===== src/rtl/mips_ctrl_pkg.sv =====
// mips_ctrl_pkg: encodings shared by the multicycle MIPS control unit
package mips_ctrl_pkg;
  localparam logic [5:0] OP_RTYPE = 6'b000000;
  localparam logic [5:0] OP_LW    = 6'b100011;
  localparam logic [5:0] OP_SW    = 6'b101011;
  localparam logic [5:0] OP_BEQ   = 6'b000100;
  localparam logic [5:0] OP_ADDI  = 6'b001000;
  localparam logic [5:0] OP_J     = 6'b000010;
  localparam logic [5:0] FN_ADD   = 6'b100000;
  localparam logic [5:0] FN_SUB   = 6'b100010;
  localparam logic [5:0] FN_AND   = 6'b100100;
  localparam logic [5:0] FN_OR    = 6'b100101;
  localparam logic [5:0] FN_SLT   = 6'b101010;
  localparam logic [2:0] ALU_ADD  = 3'b010;
  localparam logic [2:0] ALU_SUB  = 3'b110;
  localparam logic [2:0] ALU_AND  = 3'b000;
  localparam logic [2:0] ALU_OR   = 3'b001;
  localparam logic [2:0] ALU_SLT  = 3'b111;
  localparam logic [1:0] SRCB_REGB  = 2'b00;
  localparam logic [1:0] SRCB_FOUR  = 2'b01;
  localparam logic [1:0] SRCB_IMM   = 2'b10;
  localparam logic [1:0] SRCB_IMMSH = 2'b11;
  localparam logic [1:0] PC_ALU    = 2'b00;
  localparam logic [1:0] PC_ALUOUT = 2'b01;
  localparam logic [1:0] PC_JUMP   = 2'b10;
  typedef enum logic [3:0] {
    S_FETCH, S_DECODE, S_MEMADR, S_MEMRD, S_MEMWB, S_MEMWR,
    S_EXECUTE, S_ALUWB, S_BRANCH, S_ADDIEXEC, S_ADDIWB, S_JUMP
  } state_t;
endpackage


===== src/rtl/mips_alu_decoder.sv =====
// mips_alu_decoder: maps R-type funct to an ALU operation and a legality flag
module mips_alu_decoder
  import mips_ctrl_pkg::*;
(
  input  logic [5:0] funct,
  output logic [2:0] aluop,
  output logic       legal
);
  // unknown funct codes fall back to add and are flagged illegal
  always_comb begin
    aluop = ALU_ADD;
    legal = 1'b1;
    case (funct)
      FN_ADD:  aluop = ALU_ADD;
      FN_SUB:  aluop = ALU_SUB;
      FN_AND:  aluop = ALU_AND;
      FN_OR:   aluop = ALU_OR;
      FN_SLT:  aluop = ALU_SLT;
      default: legal = 1'b0;
    endcase
  end
endmodule


===== src/rtl/mips_multicycle_control.sv =====
// mips_multicycle_control: Moore sequencer for the multicycle MIPS datapath
module mips_multicycle_control
  import mips_ctrl_pkg::*;
(
  input  logic       clk,
  input  logic       reset,
  input  logic [5:0] opcode,
  input  logic [5:0] funct,
  input  logic       zero,
  output logic [2:0] aluop,
  output logic       alusrca,
  output logic [1:0] alusrcb,
  output logic [1:0] pcsrc,
  output logic       pcen,
  output logic       iord,
  output logic       memwrite,
  output logic       irwrite,
  output logic       regdst,
  output logic       memtoreg,
  output logic       regwrite,
  output logic       illegal
);
  state_t     state, nxt;
  logic [2:0] dec_aluop;
  logic       dec_legal, legal_op, pcwrite, branch;

  mips_alu_decoder u_dec (.funct(funct), .aluop(dec_aluop), .legal(dec_legal));

  assign legal_op = (opcode == OP_RTYPE) ? dec_legal :
                    (opcode == OP_LW) || (opcode == OP_SW) || (opcode == OP_BEQ) ||
                    (opcode == OP_ADDI) || (opcode == OP_J);
  assign pcen = pcwrite | (branch & zero);

  // state register; reset parks the machine in FETCH
  always_ff @(posedge clk) state <= reset ? S_FETCH : nxt;

  // next-state selection; illegal instructions return straight to FETCH
  always_comb begin
    nxt = S_FETCH;
    case (state)
      S_FETCH:    nxt = S_DECODE;
      S_DECODE:
        case (opcode)
          OP_LW, OP_SW: nxt = S_MEMADR;
          OP_RTYPE:     nxt = dec_legal ? S_EXECUTE : S_FETCH;
          OP_BEQ:       nxt = S_BRANCH;
          OP_ADDI:      nxt = S_ADDIEXEC;
          OP_J:         nxt = S_JUMP;
          default:      nxt = S_FETCH;
        endcase
      S_MEMADR:   nxt = (opcode == OP_LW) ? S_MEMRD : S_MEMWR;
      S_MEMRD:    nxt = S_MEMWB;
      S_EXECUTE:  nxt = S_ALUWB;
      S_ADDIEXEC: nxt = S_ADDIWB;
      default:    nxt = S_FETCH;
    endcase
  end

  // per-state output decode, forced idle while reset is high so writes drop immediately
  always_comb begin
    aluop    = ALU_ADD;
    alusrca  = 1'b0;
    alusrcb  = SRCB_REGB;
    pcsrc    = PC_ALU;
    pcwrite  = 1'b0;
    branch   = 1'b0;
    iord     = 1'b0;
    memwrite = 1'b0;
    irwrite  = 1'b0;
    regdst   = 1'b0;
    memtoreg = 1'b0;
    regwrite = 1'b0;
    illegal  = 1'b0;
    if (!reset)
      case (state)
        S_FETCH: begin
          alusrcb = SRCB_FOUR;
          irwrite = 1'b1;
          pcwrite = 1'b1;
        end
        S_DECODE: begin
          alusrcb = SRCB_IMMSH;
          illegal = !legal_op;
        end
        S_MEMADR: begin
          alusrca = 1'b1;
          alusrcb = SRCB_IMM;
        end
        S_MEMRD:  iord = 1'b1;
        S_MEMWB: begin
          memtoreg = 1'b1;
          regwrite = 1'b1;
        end
        S_MEMWR: begin
          iord     = 1'b1;
          memwrite = 1'b1;
        end
        S_EXECUTE: begin
          alusrca = 1'b1;
          aluop   = dec_aluop;
        end
        S_ALUWB: begin
          regdst   = 1'b1;
          regwrite = 1'b1;
        end
        S_BRANCH: begin
          alusrca = 1'b1;
          aluop   = ALU_SUB;
          pcsrc   = PC_ALUOUT;
          branch  = 1'b1;
        end
        S_ADDIEXEC: begin
          alusrca = 1'b1;
          alusrcb = SRCB_IMM;
        end
        S_ADDIWB: regwrite = 1'b1;
        S_JUMP: begin
          pcsrc   = PC_JUMP;
          pcwrite = 1'b1;
        end
        default: ;
      endcase
  end
endmodule

===== config.mk =====
export PLATFORM = sky130hd
export DESIGN_NAME = mips_multicycle_control
export DESIGN_NICKNAME = d
export VERILOG_FILES = /design/src/rtl/mips_ctrl_pkg.sv /design/src/rtl/mips_alu_decoder.sv /design/src/rtl/mips_multicycle_control.sv
export SDC_FILE = /design/constraint.sdc
export NUM_CORES = 1
export LEC_CHECK = 0
export BUFFER_PORTS_ARGS = -buffer_cell sky130_fd_sc_hd__buf_4
export CAP_MARGIN = 0
export CORE_MARGIN = 5
export CORE_UTILIZATION = 39
export DETAILED_ROUTE_END_ITERATION = 8
export GPL_ROUTABILITY_DRIVEN = 0
export PLACE_DENSITY = 0.75
export RECOVER_POWER = 100
export SLEW_MARGIN = 25
export SYNTH_ARGS = -nofsm -noshare
export SYNTH_HDL_FRONTEND = slang
export SYNTH_HIERARCHICAL = 1
export SYNTH_SLANG_ARGS = --single-unit

===== constraint.sdc =====
create_clock -name clk -period 1.68 [get_ports clk]
set_input_delay 0.252 -clock clk [delete_from_list [all_inputs] [get_ports clk]]
set_output_delay 0.252 -clock clk [all_outputs]
set_load 0.005 [all_outputs]

==> impl_summary.md <==
Synthesis
The dominant register cell in the synthesized netlist is sky130_fd_sc_hd__dfxtp_1. The multiplexer area fraction after synthesis is 0.0194. sky130_fd_sc_hd__dfxtp_1 takes more of the synthesized area than any other cell. In this run, synthesis produced a sequential element count of 4. The cell area that synthesis handed to floorplanning was 579 µm². The share of the Yosys chip area taken by registers is 0.138. The count of different cell masters after synthesis is 38. The number of standard cells after synthesis is 80.

Counting flops with a built-in enable in the synthesized netlist gives 0. The Yosys step of the flow raised 6 warnings. The fraction of the mapped netlist area in compound gates was 0.222. Of the total synthesized cell area, the portion taken by AND, OR, NAND and NOR gates is 0.508.

By area the synthesized netlist is led by sky130_fd_sc_hd__dfxtp_1, sky130_fd_sc_hd__nor4_1, sky130_fd_sc_hd__nor2_1. The adder and majority cell fraction of the synthesized area is 0. By area, the combinational part of the netlist is dominated by simple AND/OR/NAND/NOR gates. Counting every net in the synthesized netlist gives 95. Of the post-synthesis cell area, the dominant cell type holds 0.138. The fraction of registers with async set or reset after synthesis is 0. Of the total synthesized cell area, the portion taken by XOR and XNOR cells is 0.0454.

The average instance in the mapped netlist occupies 7.24 µm².

Timing
The routed design could run at a clock period as short as 1850 ps. In the final timing run, aggregate negative setup slack is -431 ps. The largest clock skew in the final design is 5.96 ps. The number of failing setup endpoints in the final timing report is 4. Setup repair after global routing could not meet its margin everywhere. The final number of hold-violating endpoints is 0.

Of the available clock period, the critical path in the final layout requires 1.10. Measured against its own limit, the worst slew margin works out to 0.613. The upper clock frequency limit is 0.540 GHz.

The max-slew violation total from the final report is 0. The setup slack of the critical path after layout is -173 ps. For the pin with the worst max-slew slack, the measured transition is 565 ps.

Cells and area
The register with the most flip-flops in the final layout is state. The number of flip-flops under the largest register name is 4. The largest registers in the layout are state: 4 flops.

The antenna cell count is 0. The most frequent standard cell in the layout excluding fill and tap cells is sky130_fd_sc_hd__buf_4. The fraction of final layout cells with drive strength greater than 1 is 0.618. The final layout net count is 148. Compared with the post-synthesis result, the final layout area differs by 99.1%.

The filler cells instantiated in the layout total 97. Once layout is done, the placed cells without fillers occupy 0.00115 mm². The library cells used most frequently in the layout, excluding fill and tap cells, are sky130_fd_sc_hd__buf_4, sky130_fd_sc_hd__nor2_1, sky130_fd_sc_hd__buf_6, sky130_fd_sc_hd__a21oi_1.

Place
The placed standard-cell area is 921 µm². Once detailed placement completed, the half-perimeter wirelength came to 1600 µm. The worst setup slack after placement is -277 ps.

Buffers placed on the I/O ports in this run total 30.

Power
The power density over cell area is 343 mW/mm². For this design the static power due to leakage is 0.481 nW. The highest ir drop seen on vdd is 0.000530 V.

Floorplanning
The region available for standard cell placement spans 0.00145 mm². The initial utilization of the core area, before any placement, comes to 0.398. Pin placement for this block handled 31 I/O pins. The die span in y is 48.5 µm. The number of standard-cell rows in the floorplan is 14.

The die covers 0.00236 mm². The width of the die is 48.5 µm.

Route
The first-pass iteration count of the detailed router is 4. After detailed routing, the total wire length is 2740 µm. For this block, the via count after detailed routing is 911. After detailed routing, the average wire length per cell comes to 18.6 µm. The post-detailed-route count of antenna-violating nets is 0. The detailed router finished its first iteration with 16 violations. The number of DRC violations after detailed routing is 0. The routed via count divided by cell count is 6.20.

Setup path
The critical path's slowest cell is sky130_fd_sc_hd__mux2_4. Of all nets on the critical path, the largest fanout is 4. At the worst endpoint, the required time is 1430 ps. The largest single stage delay on the critical path is 300 ps. The classification of the worst setup path is input port to output port. Data arrives at the worst endpoint at 1600 ps.

The worst setup path is captured at an output port. The critical path goes through buf_8, mux2_4, nor3_4, nor4b_4, nor2b_4, o21ai_1, and4_1, buf_6. The launching element type of the critical path is an input port.

Clock network
The clock sink count is 4. Clock-pin slew was measured on the worst setup and hold paths at 40 ps. The latest clock arrival within the worst-skew pair is 250 ps. The number of clock buffers inserted by TritonCTS is 3. The clock tree from TritonCTS is built. The clock passes through at most 2 buffers.

The count of H-tree levels built during CTS is 1. The clock tree root buffer cell is sky130_fd_sc_hd__clkbuf_4.

Run
Across the run, the number of max-cap violations was 0.

Run status
The flow ran to the end, but the final reports show violations. The final reports fail on setup timing.

Global route
The wire length of the first global-routing pass is 3740 µm. The largest net degree at the start of global routing is 13. The number of antenna violations at the first check in global routing was 0. The global route total overflow is 0. The via count of the first global-routing pass was 763. In the global route stage, overall resource usage came out at 0.194.

Worst hold path
The class of the worst hold path is input port to register.
-- Yosys cell counts, types with 2 or more instances --
library cell	instances
sky130_fd_sc_hd__nor4_1	5
sky130_fd_sc_hd__a21oi_1	5
sky130_fd_sc_hd__a31oi_1	2
sky130_fd_sc_hd__nand3_1	2
sky130_fd_sc_hd__a21o_1	2
sky130_fd_sc_hd__nor2_1	8
sky130_fd_sc_hd__nor4b_1	3
sky130_fd_sc_hd__inv_1	4
sky130_fd_sc_hd__clkbuf_1	3
sky130_fd_sc_hd__or4_1	2
sky130_fd_sc_hd__a211oi_1	2
sky130_fd_sc_hd__xor2_1	2
sky130_fd_sc_hd__dfxtp_1	4
sky130_fd_sc_hd__o21ai_0	2
sky130_fd_sc_hd__nor2b_1	3
sky130_fd_sc_hd__nor3_1	5
sky130_fd_sc_hd__nand2b_1	2
sky130_fd_sc_hd__and2_1	2
sky130_fd_sc_hd__nand4bb_1	2
sky130_fd_sc_hd__a2111oi_0	2
-- path summary, 6_finish.rpt --
path	startpoint	end	slack [ps]	cells past startpoint
max	funct[1]	illegal	-170	8
min	reset	state[3]$_SDFF_PP0_	360	2
max reg2reg	state[1]$_SDFF_PP0_	state[0]$_SDFF_PP0_	240	5
min reg2reg	state[2]$_SDFF_PP0_	state[3]$_SDFF_PP0_	670	2
-- cells by family after synthesis --
logic type | after synthesis
xor+xnor | 3
flops | 4
buf+inv | 9
simple gates | 44
compound gates | 19
mux | 1
-- routing by layer --
layer / share of wire / global-route usage
met5: 0 / 0
met4: 0.035 / 0.0717
met3: 0.079 / 0.0521
met2: 0.49 / 0.337
met1: 0.39 / 0.225
-- worst max-delay path: cells and delay by family --
kind	cells	cell delay, ps
AND/OR/NAND/NOR	4	760
AO/OA/AOI/OAI	1	60
multiplexers	1	300
buffers and inverters	2	210
-- report_power, final --
group          internal [mW]  total (mW)  switching [mW]
Combinational         0.0871       0.162          0.0749
Sequential            0.0941       0.101         0.00658
Clock                 0.0807       0.132          0.0518
-- per-stage QoR --
| step | std cells | utilization | hold WS, ps | total power, mW |
|---|---|---|---|---|
| 3_3_place_gp | 137 | 0.633 | 556 | 0.227 |
| 5_1_grt | 147 | 0.793 | 385 | 0.410 |
| 2_1_floorplan | 80 | - | 497 | 0.152 |
| 4_1_cts | 146 | 0.736 | 310 | 0.374 |
| 6_report | 147 | 0.793 | 361 | 0.395 |
| 3_5_place_dp | 137 | 0.633 | 559 | 0.230 |
-- what timing repair did --
item | 4_1_cts | 5_1_grt
gates resized for setup | 20 | 21
hold buffers | 0 | 0
pin swaps | 9 | 9
setup endpoints to repair | 7 | 11
setup buffers | 6 | 3
-- area by class of cell --
| class | instances | area, µm² | area share |
|---|---|---|---|
| clock buffer | 3 | 22.5 | 0.0195 |
| multi-input combinational | 67 | 583 | 0.505 |
| tap | 16 | 20.0 | 0.0174 |
| inverter | 4 | 15.0 | 0.0130 |
| timing repair buffer | 53 | 420 | 0.364 |
| sequential | 4 | 92.6 | 0.0803 |
Power figures use the tool's default switching activity.
